`config.mk`:
```
export PLATFORM = sky130hd
export DESIGN_NAME = pg_operand_stage_flat
export DESIGN_NICKNAME = d
export VERILOG_FILES = /design/src/rtl/pg_operand_stage_if.sv /design/src/rtl/pg_operand_stage.sv /design/src/flat_wrapper.sv
export SDC_FILE = /design/constraint.sdc
export NUM_CORES = 1
export LEC_CHECK = 0
export CORE_MARGIN = 2
export CORE_UTILIZATION = 46
export CTS_CLUSTER_DIAMETER = 100
export DETAILED_ROUTE_END_ITERATION = 7
export HOLD_SLACK_MARGIN = 0.15
export PLACE_DENSITY = 0.78
export REMOVE_ABC_BUFFERS = 1
export SYNTH_ARGS = -nofsm -noshare
export SYNTH_HDL_FRONTEND = slang
export SYNTH_SLANG_ARGS = --single-unit
export TNS_END_PERCENT = 50
```
`constraint.sdc`:
```
create_clock -name clk -period 9.86 [get_ports clk]
set_clock_uncertainty 0.15 [all_clocks]
set_input_delay 1.972 -clock clk [delete_from_list [all_inputs] [get_ports clk]]
set_output_delay 1.972 -clock clk [all_outputs]
set_load 0.005 [all_outputs]
```
`src/rtl/pg_operand_stage_if.sv`:
```
// Handshake bundle for the P/G operand stage of the 65-bit prefix adder.
// Port cin is present only when PG_CIN_EN is defined.
interface pg_operand_stage_if #(
    parameter int unsigned WIDTH = 65
);
    logic             in_valid;
    logic             in_ready;
    logic [WIDTH-1:0] a;
    logic [WIDTH-1:0] b;
`ifdef PG_CIN_EN
    logic             cin;
`endif
    logic             out_valid;
    logic             out_ready;
    logic [WIDTH-1:0] pi_out;
    logic [WIDTH-1:0] gi_out;

    modport master (
        output in_valid,
        input  in_ready,
        output a,
        output b,
`ifdef PG_CIN_EN
        output cin,
`endif
        input  out_valid,
        output out_ready,
        input  pi_out,
        input  gi_out
    );

    modport slave (
        input  in_valid,
        output in_ready,
        input  a,
        input  b,
`ifdef PG_CIN_EN
        input  cin,
`endif
        output out_valid,
        input  out_ready,
        output pi_out,
        output gi_out
    );
endinterface

```
`src/rtl/pg_operand_stage.sv`:
```
// Bitwise propagate/generate front end with a registered 2-entry skid buffer.
// Optional macro PG_CIN_EN folds a carry-in into bit 0.
module pg_operand_stage #(
    parameter int unsigned WIDTH = 65
) (
    input logic              clk,
    input logic              rst,
    pg_operand_stage_if.slave bus
);
    // Bit 0 = main valid, bit 1 = skid valid, so handshake outputs come straight from flops.
    typedef enum logic [1:0] {
        EMPTY = 2'b00,
        ONE   = 2'b01,
        FULL  = 2'b11
    } state_t;

    state_t           state_q, state_d;
    logic [WIDTH-1:0] main_pi_q, main_pi_d;
    logic [WIDTH-1:0] main_gi_q, main_gi_d;
    logic [WIDTH-1:0] skid_pi_q, skid_pi_d;
    logic [WIDTH-1:0] skid_gi_q, skid_gi_d;
    logic [WIDTH-1:0] new_pi, new_gi;
    logic             accept, drain;

    always_comb begin
        new_pi = bus.a ^ bus.b;
        new_gi = bus.a & bus.b;
`ifdef PG_CIN_EN
        new_pi[0] = bus.a[0] ^ bus.b[0] ^ bus.cin;
        new_gi[0] = (bus.a[0] & bus.b[0]) | ((bus.a[0] ^ bus.b[0]) & bus.cin);
`endif
    end

    assign bus.in_ready  = ~state_q[1];
    assign bus.out_valid = state_q[0];
    assign bus.pi_out    = main_pi_q;
    assign bus.gi_out    = main_gi_q;

    assign accept = bus.in_valid & ~state_q[1];
    assign drain  = state_q[0] & bus.out_ready;

    always_comb begin
        state_d   = state_q;
        main_pi_d = main_pi_q;
        main_gi_d = main_gi_q;
        skid_pi_d = skid_pi_q;
        skid_gi_d = skid_gi_q;
        unique case (state_q)
            EMPTY: begin
                if (accept) begin
                    state_d   = ONE;
                    main_pi_d = new_pi;
                    main_gi_d = new_gi;
                end
            end
            ONE: begin
                if (accept && drain) begin
                    main_pi_d = new_pi;
                    main_gi_d = new_gi;
                end else if (accept) begin
                    state_d   = FULL;
                    skid_pi_d = new_pi;
                    skid_gi_d = new_gi;
                end else if (drain) begin
                    state_d = EMPTY;
                end
            end
            FULL: begin
                if (drain) begin
                    state_d   = ONE;
                    main_pi_d = skid_pi_q;
                    main_gi_d = skid_gi_q;
                end
            end
            default: state_d = EMPTY;
        endcase
    end

    always_ff @(posedge clk or posedge rst) begin
        if (rst) begin
            state_q   <= EMPTY;
            main_pi_q <= '0;
            main_gi_q <= '0;
            skid_pi_q <= '0;
            skid_gi_q <= '0;
        end else begin
            state_q   <= state_d;
            main_pi_q <= main_pi_d;
            main_gi_q <= main_gi_d;
            skid_pi_q <= skid_pi_d;
            skid_gi_q <= skid_gi_d;
        end
    end
endmodule

```
`src/flat_wrapper.sv`:
```
// flat-port wrapper written by rule: the top's interface ports become plain ports
module pg_operand_stage_flat 
#(
    parameter int unsigned WIDTH = 65
)
  (clk, rst, bus_in_valid, bus_in_ready, bus_a, bus_b, bus_out_valid, bus_out_ready, bus_pi_out, bus_gi_out);
  pg_operand_stage_if #(.WIDTH(WIDTH)) bus_i ();
  input logic clk;
  input logic rst;
  input wire logic [$bits(bus_i.in_valid)-1:0] bus_in_valid;
  output wire logic [$bits(bus_i.in_ready)-1:0] bus_in_ready;
  input wire logic [$bits(bus_i.a)-1:0] bus_a;
  input wire logic [$bits(bus_i.b)-1:0] bus_b;
  output wire logic [$bits(bus_i.out_valid)-1:0] bus_out_valid;
  input wire logic [$bits(bus_i.out_ready)-1:0] bus_out_ready;
  output wire logic [$bits(bus_i.pi_out)-1:0] bus_pi_out;
  output wire logic [$bits(bus_i.gi_out)-1:0] bus_gi_out;
  assign bus_i.in_valid = bus_in_valid;
  assign bus_in_ready = bus_i.in_ready;
  assign bus_i.a = bus_a;
  assign bus_i.b = bus_b;
  assign bus_out_valid = bus_i.out_valid;
  assign bus_i.out_ready = bus_out_ready;
  assign bus_pi_out = bus_i.pi_out;
  assign bus_gi_out = bus_i.gi_out;
  pg_operand_stage #(.WIDTH(WIDTH)) u_core (.clk(clk), .rst(rst), .bus(bus_i));
endmodule
```
==> run_results.csv <==
group,metric,value,unit
run_status,status,"completed",
layout,areaGrowthSynthToFinish,31.4,%
clock_tree,cts_htree_levels,1,
sta,rsz0062_at_grt,"no",
pwr,netSwitchingFraction,28.9,%
clock_tree,cts_tree,"yes",
clock_tree,root_buffer,"clkbuf_16",
yosys,ys_seq_area_share,53.7,%
sta,setup_slack,5.36,ns
floorplan,dieWidth,167,um
grt,grt_max_degree,151,
worst_hold_path,hp-start,"u_core.bus.pi_out[35]",
floorplan,core_area,0.0261,mm^2
yosys,synth_top_area_cell,"dfrtp_1",
pwr,switchingPower,1.40,mW
yosys,avgSynthCellArea,15.5,um^2
sta,post-route-period-util,45.6,%
floorplan,row_count,59,
grt,grt_util_all_layers,18.0,%
worst_setup_path,reg2reg_from,"u_core.state_q[1]",
sta,hold_violations,0,
placed_design,dpl.hpwl,16000,um
yosys,yosys.cell_types.count,25,
drt,via_per_inst,5.19,
grt,overflow,0,
drt,routed_wl,24800,um
pwr,power.leakage,7.10,nW
worst_setup_path,cp-end-kind,"register",
yosys,async_reset_ff_share,100,%
yosys,synth_top_area_share,53.7,%
sta,min_period,4.50,ns
grt,grt_pass1_wl,41400,um
pwr,pwr-share-clk,21.7,%
sta,slew-limit-headroom,31.3,%
pwr,ir_drop,0.316,mV
sta,drv_slew,0,
layout,fillers,2002,
drt,wl_per_cell,17.7,um
floorplan,chipHeight,167,um
pwr,p_int,3.44,mW
yosys,synthFlopType,"dfrtp_1",
drt,drt_iter0_markers,257,
drt,firstDrtPassIters,4,
placed_design,io_buffers,265,
clock_tree,clk_pin_slew,0.06,ns
sta,tns,0,ns
worst_setup_path,cp-start-kind,"input port",
yosys,postSynthCellCount,786,
clock_tree,clk-insertion-delay-late,0.52,ns
drt,drc_errors,0,
floorplan,io_pins,266,
layout,drive_gt1_share,33.3,%
yosys,yosys_warnings,0,
grt,grt_pass1_vias,8042,
yosys,synth_top_cells_by_area,"dfrtp_1, mux2_2, mux2_1, ha_1, buf_6",
pwr,share_seq_of_total_power,38.1,%
yosys,synth_seq_cells,262,
drt,via_count,7270,
floorplan,dieArea,0.0279,mm^2
yosys,synth_area,0.0122,mm^2
worst_setup_path,arrival,4.75,ns
layout,nNetsFinal,1249,
sta,setup_violations,0,
pwr,p_per_area,302,mW/mm^2
yosys,synth_edf_count,0,
clock_tree,hold_buffers,0,
worst_hold_path,hold_path.class,"reg -> reg",
worst_setup_path,setup.worst_path.start,"bus_out_ready",
job,drv_cap,0,
clock_tree,cts_resized,0,
clock_tree,postCtsSetupBuffers,0,
clock_tree,cts_buffers,28,
worst_setup_path,worstPathRequired,10.11,ns
worst_setup_path,worstPathMaxFanout,66,
floorplan,initial_core_util,46.9,%
drt,ant_nets,0,
layout,n_antenna_cell,0,
clock_tree,cts.path.max_buffers,3,
grt,antenna_found_initial,0,
sta,timing.fmax,222,MHz
worst_setup_path,crit_type,"in -> reg",
sta,worst_slew_pin_slew,1.03,ns
placed_design,place_ws,4.82,ns
clock_tree,cts.sinks,262,
placed_design,gp_congestion,0.808,
pwr,combPwrFrac,40.2,%
## synth_stat cells (2+ instances only)
| cell type | count |
|---|---|
| clkbuf_1 | 13 |
| buf_1 | 4 |
| inv_1 | 3 |
| o21ai_0 | 2 |
| ha_1 | 70 |
| dfrtp_1 | 262 |
| mux2_1 | 93 |
| buf_6 | 10 |
| a21oi_1 | 2 |
| nand2_1 | 2 |
| buf_2 | 15 |
| mux2_2 | 297 |
## power groups by stage
stage          Sequential [mW]  Clock [mW]  Combinational, mW
5_1_grt                   1.91        1.13               2.12
2_1_floorplan             1.81           0               1.28
6_report                  1.85        1.05               1.95
3_5_place_dp              1.85           0               1.97
4_1_cts                   1.85        1.08               1.99
3_3_place_gp              1.83           0               1.93
## metal layers
| metal | part of all wire (%) | global-route usage [%] | vias up |
|---|---|---|---|
| met5 | 0 | 0 | - |
| met4 | 0.90 | 3.00 | 0 |
| met3 | 7.0 | 4.49 | 20 |
| met2 | 47 | 29.4 | 206 |
| met1 | 45 | 24.7 | 3670 |
| li1 | - | - | 3374 |
## stage by stage
stage	hold WS [ns]	std cells	instance area [um^2]	utilization, %	total power [mW]
after floorplan	0.324	743	12000	-	3.09
after global placement	0.318	1350	15100	58.0	3.76
after detailed placement	0.324	1350	15100	58.0	3.83
after CTS	0.337	1401	16000	61.6	4.92
after global routing	0.352	1401	16000	61.6	5.16
final	0.331	1401	16000	61.6	4.84
## cell usage in the layout, fill, tap and decap left out
cell type	instances
a21oi_1	2
nor3_4	1
clkdlybuf4s50_1	265
clkbuf_16	29
ha_4	1
xor2_1	1
clkbuf_8	6
clkinvlp_4	2
o21a_1	1
o211ai_1	1
mux2_1	93
mux2_2	297
inv_6	1
clkinv_2	7
nand2b_4	1
clkbuf_1	4
nand3_1	1
nand3b_1	1
inv_1	2
nand4_1	1
ha_1	69
a22oi_1	1
a22o_1	1
bufinv_16	2
nand2_1	2
inv_8	1
buf_4	7
nor2_1	1
o21ai_0	2
nor3b_1	1
dfrtp_1	262
## flip-flops by register name, indices dropped and copies added, names as in the netlist
| register | count |
|---|---|
| u_core.state_q | 2 |
| u_core.bus.pi_out | 65 |
| u_core.skid_pi_q | 65 |
| u_core.bus.gi_out | 65 |
| u_core.skid_gi_q | 65 |
## layout make-up
class	count	area, um^2	area share, %
Sequential cell	262	6560	40.9
Multi-Input combinational cell	478	5410	33.7
Timing Repair Buffer	272	2710	16.9
Clock buffer	39	823	5.13
Tap cell	335	419	2.61
Clock inverter	12	119	0.741
Inverter	3	18.8	0.117
## worst max-delay path: stages
cell	delay, ns
clkdlybuf4s50_1	0.49
nand2_1	0.12
nand4_1	0.14
buf_4	0.68
buf_4	0.80
mux2_2	0.42
## cell families after synthesis
logic type | share of synthesized area (%)
muxes | 36.0
DFF | 53.7
adders and majority gates | 7.17
buffers and inverters | 2.21
and+or+nand+nor | 0.502
AOI/OAI and AO/OA | 0.420
xor gates and xnor gates | 0.0717
## worst paths after layout
| path | cells after the start | endpoint | slack [ns] |
|---|---|---|---|
| setup / recovery | 6 | u_core.skid_pi_q[41] | 5.36 |
| max in group asynchronous | 3 | u_core.skid_pi_q[63] | 6.25 |
| hold / removal | 1 | u_core.bus.pi_out[35] | 0.33 |
| min in group asynchronous | 2 | u_core.skid_pi_q[3] | 1.98 |
| setup reg to reg | 6 | u_core.skid_pi_q[41] | 6.43 |
| hold reg to reg | 1 | u_core.bus.pi_out[35] | 0.33 |
No activity file was read; power rests on OpenSTA's default activity.
